==> config.mk <==
export PLATFORM = sky130hd
export DESIGN_NAME = sample_ram_sched
export DESIGN_NICKNAME = d
export VERILOG_FILES = /design/src/rtl/sample_ram_sched_pkg.sv /design/src/rtl/sample_ram_sched_pix_addr_gen.sv /design/src/rtl/sample_ram_sched.sv
export SDC_FILE = /design/constraint.sdc
export NUM_CORES = 1
export LEC_CHECK = 0
export ABC_AREA = 0
export BUFFER_PORTS_ARGS = -buffer_cell sky130_fd_sc_hd__buf_4
export CAP_MARGIN = 20
export CORE_MARGIN = 2
export CORE_UTILIZATION = 35
export CTS_CLUSTER_DIAMETER = 40
export DETAILED_ROUTE_END_ITERATION = 10
export PLACE_DENSITY = 0.53
export SLEW_MARGIN = 5
export SYNTH_ARGS = -nofsm -noshare
export SYNTH_HDL_FRONTEND = slang
export SYNTH_SLANG_ARGS = --single-unit
==> constraint.sdc <==
create_clock -name clk -period 1.7 [get_ports clk]
set_input_delay 0 -clock clk [delete_from_list [all_inputs] [get_ports clk]]
set_output_delay 0 -clock clk [all_outputs]
set_load 0.01 [all_outputs]
==> src/rtl/sample_ram_sched_pkg.sv <==
// Shared definitions for the capture sample RAM scheduler and the zoom control FSM.
package sample_ram_sched_pkg;

    // Zoom codes as produced by the zoom control FSM (horizontal magnification).
    localparam logic [1:0] ZOOM_X1 = 2'd0;
    localparam logic [1:0] ZOOM_X2 = 2'd1;
    localparam logic [1:0] ZOOM_X4 = 2'd2;
    localparam logic [1:0] ZOOM_X8 = 2'd3;

    // Default geometry of the analyzer.
    localparam int DEF_ADDR_W   = 10;
    localparam int DEF_CH       = 4;
    localparam int DEF_H_ACTIVE = 640;

    // Capture sequencer states.
    typedef enum logic [1:0] {
        ST_IDLE    = 2'd0,
        ST_CAPTURE = 2'd1,
        ST_DONE    = 2'd2
    } cap_state_t;

endpackage

==> src/rtl/sample_ram_sched_pix_addr_gen.sv <==
// Display-side address generator: pixel counter, per-line zoom latch and
// shift-based mapping from screen column to sample RAM address.
module pix_addr_gen
    import sample_ram_sched_pkg::*;
#(
    parameter int ADDR_W   = DEF_ADDR_W,
    parameter int H_ACTIVE = DEF_H_ACTIVE
) (
    input  logic              clk,
    input  logic              i_reset,
    input  logic [1:0]        i_zoom,
    input  logic              i_line_start,
    input  logic              i_pix_req,
    output logic [ADDR_W-1:0] o_rd_addr
);

    localparam int PIX_W = (H_ACTIVE > 1) ? $clog2(H_ACTIVE) : 1;
    localparam logic [PIX_W-1:0] PIX_LAST = PIX_W'(H_ACTIVE - 1);

    logic [PIX_W-1:0]        r_pix;
    logic [1:0]              r_zoom;
    logic [PIX_W-1:0]        w_pix;
    logic [1:0]              w_zoom;
    logic [PIX_W-1:0]        w_shift;
    logic [PIX_W+ADDR_W-1:0] w_ext;

    // A line start in the same cycle as a request must already use pixel 0
    // and the new zoom, so both are bypassed around their registers here.
    always_comb begin
        w_pix   = i_line_start ? '0 : r_pix;
        w_zoom  = i_line_start ? i_zoom : r_zoom;
        w_shift = w_pix >> w_zoom;
        w_ext   = {{ADDR_W{1'b0}}, w_shift};
    end

    assign o_rd_addr = w_ext[ADDR_W-1:0];

    // Pixel counter restarts on line start and saturates on the last active column.
    always_ff @(posedge clk or negedge i_reset) begin
        if (!i_reset) begin
            r_pix  <= '0;
            r_zoom <= ZOOM_X1;
        end else begin
            if (i_line_start) begin
                r_zoom <= i_zoom;
            end
            if (i_pix_req && (w_pix != PIX_LAST)) begin
                r_pix <= w_pix + PIX_W'(1);
            end else if (i_line_start) begin
                r_pix <= '0;
            end
        end
    end

endmodule

==> src/rtl/sample_ram_sched.sv <==
// Single-port capture sample RAM owner: sequences one capture run and
// arbitrates the RAM between the capture writer and the display reader.
//
// state      | meaning
// -----------+-------------------------------------------------------
// ST_IDLE    | no run armed; capture samples are refused
// ST_CAPTURE | writing accepted samples from address 0 up to depth-1
// ST_DONE    | RAM full; waits for the next arm to start a fresh run
module sample_ram_sched
    import sample_ram_sched_pkg::*;
#(
    parameter int ADDR_W   = DEF_ADDR_W,
    parameter int CH       = DEF_CH,
    parameter int H_ACTIVE = DEF_H_ACTIVE
) (
    input  logic              clk,
    input  logic              i_reset,
    input  logic [1:0]        i_zoom,
    input  logic              i_arm,
    input  logic              i_cap_valid,
    input  logic [CH-1:0]     i_cap_data,
    output logic              o_cap_ready,
    output logic              o_capturing,
    output logic              o_capture_done,
    input  logic              i_line_start,
    input  logic              i_pix_req,
    output logic [CH-1:0]     o_pix_data,
    output logic              o_pix_valid,
    output logic              o_ram_we,
    output logic [ADDR_W-1:0] o_ram_addr,
    output logic [CH-1:0]     o_ram_wdata,
    input  logic [CH-1:0]     i_ram_rdata
);

    localparam logic [ADDR_W-1:0] WPTR_LAST = {ADDR_W{1'b1}};

    cap_state_t        r_state;
    cap_state_t        w_state_nxt;
    logic              w_wptr_clr;
    logic [ADDR_W-1:0] r_wptr;
    logic [ADDR_W-1:0] r_last_addr;
    logic              r_pix_valid;
    logic [ADDR_W-1:0] w_rd_addr;
    logic [ADDR_W-1:0] w_ram_addr;
    logic              w_wr;

    pix_addr_gen #(
        .ADDR_W   (ADDR_W),
        .H_ACTIVE (H_ACTIVE)
    ) u_pix_addr_gen (
        .clk          (clk),
        .i_reset      (i_reset),
        .i_zoom       (i_zoom),
        .i_line_start (i_line_start),
        .i_pix_req    (i_pix_req),
        .o_rd_addr    (w_rd_addr)
    );

    // Display reads win every collision; the capture sample stays upstream.
    assign o_cap_ready    = (r_state == ST_CAPTURE) && !i_pix_req;
    assign w_wr           = o_cap_ready && i_cap_valid;
    assign o_capturing    = (r_state == ST_CAPTURE);
    assign o_capture_done = (r_state == ST_DONE);

    // Next-state logic; arming restarts the write pointer at address 0.
    always_comb begin
        w_state_nxt = r_state;
        w_wptr_clr  = 1'b0;
        case (r_state)
            ST_IDLE: begin
                if (i_arm) begin
                    w_state_nxt = ST_CAPTURE;
                    w_wptr_clr  = 1'b1;
                end
            end
            ST_CAPTURE: begin
                if (w_wr && (r_wptr == WPTR_LAST)) begin
                    w_state_nxt = ST_DONE;
                end
            end
            ST_DONE: begin
                if (i_arm) begin
                    w_state_nxt = ST_CAPTURE;
                    w_wptr_clr  = 1'b1;
                end
            end
            default: begin
                w_state_nxt = ST_IDLE;
            end
        endcase
    end

    // State register.
    always_ff @(posedge clk or negedge i_reset) begin
        if (!i_reset) begin
            r_state <= ST_IDLE;
        end else begin
            r_state <= w_state_nxt;
        end
    end

    // Write pointer: cleared on arm, advanced on each accepted sample.
    always_ff @(posedge clk or negedge i_reset) begin
        if (!i_reset) begin
            r_wptr <= '0;
        end else if (w_wptr_clr) begin
            r_wptr <= '0;
        end else if (w_wr) begin
            r_wptr <= r_wptr + ADDR_W'(1);
        end
    end

    // RAM port mux; idle cycles keep the previous address on the bus.
    always_comb begin
        w_ram_addr = r_last_addr;
        if (i_pix_req) begin
            w_ram_addr = w_rd_addr;
        end else if (w_wr) begin
            w_ram_addr = r_wptr;
        end
    end

    assign o_ram_addr  = w_ram_addr;
    assign o_ram_we    = w_wr;
    assign o_ram_wdata = w_wr ? i_cap_data : '0;

    // Remember the last driven address so idle cycles do not toggle the bus.
    always_ff @(posedge clk or negedge i_reset) begin
        if (!i_reset) begin
            r_last_addr <= '0;
        end else begin
            r_last_addr <= w_ram_addr;
        end
    end

    // Read return flag; the RAM output register is the data stage itself,
    // so the data is only masked to zero outside the valid cycle.
    always_ff @(posedge clk or negedge i_reset) begin
        if (!i_reset) begin
            r_pix_valid <= 1'b0;
        end else begin
            r_pix_valid <= i_pix_req;
        end
    end

    assign o_pix_valid = r_pix_valid;
    assign o_pix_data  = r_pix_valid ? i_ram_rdata : '0;

endmodule
==> impl_results.md <==
* Status: finished with violations
* Failing checks: hold timing, setup timing
* Post-route cell area at just under 3000 µm²
* Initial Util at between 30% and 40%
* First-pass DRT Iterations at 4
* RSZ-0062 raised after global routing: true
* Worst setup margin at -0.1055 ns
* CP required at around 1.7 ns
* Commonest cells post-synth: 35 x dfrtp_1, 18 x mux2i_1, 18 x nand2_1
* Synth Area in Adders at under 10%
* Vias in the first global route at 1738
* Fraction of the yosys area taken by sequential cells at between 40% and 50%
* CTS clock-pin slew for the worst setup and hold paths at roughly 0.07 ns
* Largest net degree at the start of global routing at 36
* Area fraction in compound gates after synthesis at under 10%
* Area of the multi-input gates at 1185 µm²
* Share of cells above drive strength 1 at 43.27%
* Die area at approximately 6500 µm²
* Die W at between 80 and 90 µm
* XOR/XNOR Fraction of Synth Area at just over 5%
* Levels on crit path at 6
* Portion of netlist area occupied by mux cells at between 15 and 20%
* # diodes at 0
* First-pass GRT wire length at between 8000 and 9000 µm
* Die H at roughly 80 µm
* PD cells at around 780 nW/µm²
* Yosys cell types at between 40 and 50
* WP buf/inv at 2
* Worst Max-Slew Pin Slew at about 0.52 ns
* Nets at just under 300
* Syn Nets at approximately 220
* Setup tns final at -0.4537 ns
* Clock Latency Late Sink at just under 0.3 ns
* Overall power at around 0.0023 W
* Vias at between 1500 and 2000
* Count of cells along the worst hold path at 2
* Syn Inst Count at around 200
* Final Hold Viols at 1
* Final WL at 5019 µm
* Overflow after GRT at 0
* Simple-gate portion of the synthesized area at 21.65%
* Flip-flop and latch area at a little under 900 µm²
* Largest family of logic cells by synthesized area: simple AND/OR/NAND/NOR gates
* Min Clock Period, post-route at ~1.8 ns
* Row cnt at 27
* Startpoint types: register
* Relative slew margins at 65.05%
* DP Wirelength at roughly 3600 µm
* CP Capture Type: primary output
* Layout Cells excl Fill at 347
* Final period util at 106.2%
* GR Util All Layers at between 15 and 20%
* Worst R2R Path Depth at 4
* Main flop type after synthesis: dfrtp_1
* Post-synth EDFFs at 0
* CP arrival at 1.81 ns
* Most frequent cell after synthesis: dfrtp_1
* Hold Worst Slack at -0.002538 ns
* Critical-path cell list: mux2i_4 -> buf_12 -> mux4_2 -> nand2_2 -> o21ai_2 -> buf_4
* Clock Path Buffers at 2
* Syn-to-layout area delta at 42.57%
* Port Buffer Count at 38
* Ys async rst share at between 90% and 100%
* Antenna Nets Post-Route at 0
* RePlAce Congestion at just over 0.8
* Top cells by area, synth: dfrtp_1 43%, mux2i_1 8.8%, mux4_2 4.4%, xnor2_1 3.4%, and2_1 3.4%
* Placed Instance Area at between 2000 and 3000 µm²
* # DRC at 0
* # IOs at 39
* Setup Skew at roughly 0.0082 ns
* # setup viols final at 7
* Largest area contributor in the netlist: dfrtp_1
* Final Slew Violations at 0
* Critical path type: register to primary output
* Initial antenna violation count at 0
* Clock sink count at 35
* Post-DR wirelength/cell at 14.46 µm
* Layout fillers at around 530
* FF+latch count, synth at 35
* Fmax at around 550 MHz
* Leakage at 1.399 nW
* Min-delay worst type: input pin to register
* Mean post-synth cell area at roughly 10 µm²
* Max-capacitance violation count at 0
* Vias per cell at 4.939
* Number of clock buffers inserted by TritonCTS at 5
* DRT iter0 DRCs at between 90 and 100
* Worst Path Max Fanout at 6
* CP max stage cell: mux4_2
* CP peak stage delay at between 0.5 and 0.6 ns
* H-tree levels at 2
* CP top delay family: multiplexers
* Setup WS pre-CTS at -0.1155 ns
* Yosys top cell area share at 42.81%
* Worst VDD drop at about 420 µV
* Mapped Area at around 2000 µm²
* CTS tree: yes
* Core area at 5574 µm²
* Clock root cell: clkbuf_8
* YS warnings at 0
* DP Cell Count at between 300 and 400
[cells by family after synthesis]
family,count (synthesis)
adder cells (fa/ha/maj),2
multiplexers,25
buffers and inverters,17
AO/OA/AOI/OAI,26
XOR/XNOR,12
AND/OR/NAND/NOR,80
flip-flops,35
[timing repair]
action,4_1_cts,5_1_grt
resized for setup,15,12
setup buffers,6,2
endpoints found under the setup margin,14,15
pin swaps,5,7
hold endpoints to repair,38,0
hold buffers,3,0
[worst paths after layout]
kind	slack [ns]	to	from
min reg2reg	0.57	r_last_addr[0]	r_last_addr[0]
max in group asynchronous	1.13	u_pix_addr_gen.r_zoom[0]	i_reset
max reg2reg	-0.06	u_pix_addr_gen.r_pix[1]	u_pix_addr_gen.r_pix[7]
min	-0.003	u_pix_addr_gen.r_pix[9]	i_line_start
min in group asynchronous	0.20	r_state[0]	i_reset
max	-0.11	o_ram_addr[0]	u_pix_addr_gen.r_zoom[1]
[cell usage in the layout, fill, tap and decap left out, drive strengths merged, types with 2 or more instances in the layout]
master       netlist  final
o21ai              9      9
clkbuf             4      6
and2              11     11
or4                3      3
xnor2              8      8
ha                 2      2
nor3               7      7
mux2i             19     19
nor2b              3      3
nand2             18     18
nand4              2      2
nand3              7      7
dfrtp             35     35
o31ai              3      3
dlygate4sd3        0      3
mux2               2      2
o2bb2ai            2      2
mux4               4      4
a21oi              5      5
nor4               2      2
inv                8      8
nor2              16     16
buf                5     76
xor2               4      4
[worst register-to-register path, stage by stage (launching register included)]
cell	delay (ns)
dfrtp_1	0.38
or3b_4	0.41
o41ai_4	0.36
buf_4	0.21
mux2_4	0.30
[state kept, by name, summed over array words and instances (netlist names)]
name	flops
u_pix_addr_gen.r_zoom	2
u_pix_addr_gen.r_pix	10
o_pix_valid	1
r_last_addr	10
r_wptr	10
r_state	2
[cell type report]
class | instances | area share, %
Clock buffer | 6 | 2.831
Clock inverter | 2 | 1.201
Inverter | 8 | 1.030
Multi-Input combinational cell | 145 | 40.63
Sequential cell | 35 | 30.07
Tap cell | 72 | 3.089
Timing Repair Buffer | 79 | 21.15
[layer usage]
layer,vias to the layer above,track usage (%),wire length (µm)
met1,844,22.61,2264
met2,19,29.08,2566
li1,844,-,-
met5,-,0,0
met3,7,3.483,125
met4,0,6.271,63
[power by group]
| group | switching [W] | total (W) | internal, W | leakage [nW] |
|---|---|---|---|---|
| Clock | 0.000323 | 0.000798 | 0.000475 | 0.0612 |
| Sequential | 0.0000659 | 0.000971 | 0.000905 | 0.468 |
| Combinational | 0.000238 | 0.000520 | 0.000281 | 0.870 |
[stage by stage]
step | utilization (%) | hold slack (ns)
floorplan | - | -0.2956
global placement | 46.64 | -0.01172
detailed placement | 46.64 | -0.007761
CTS | 51.27 | -0.002357
global route | 52.32 | 0.01841
finish | 52.32 | -0.002538
Power figures use the tool's default switching activity.
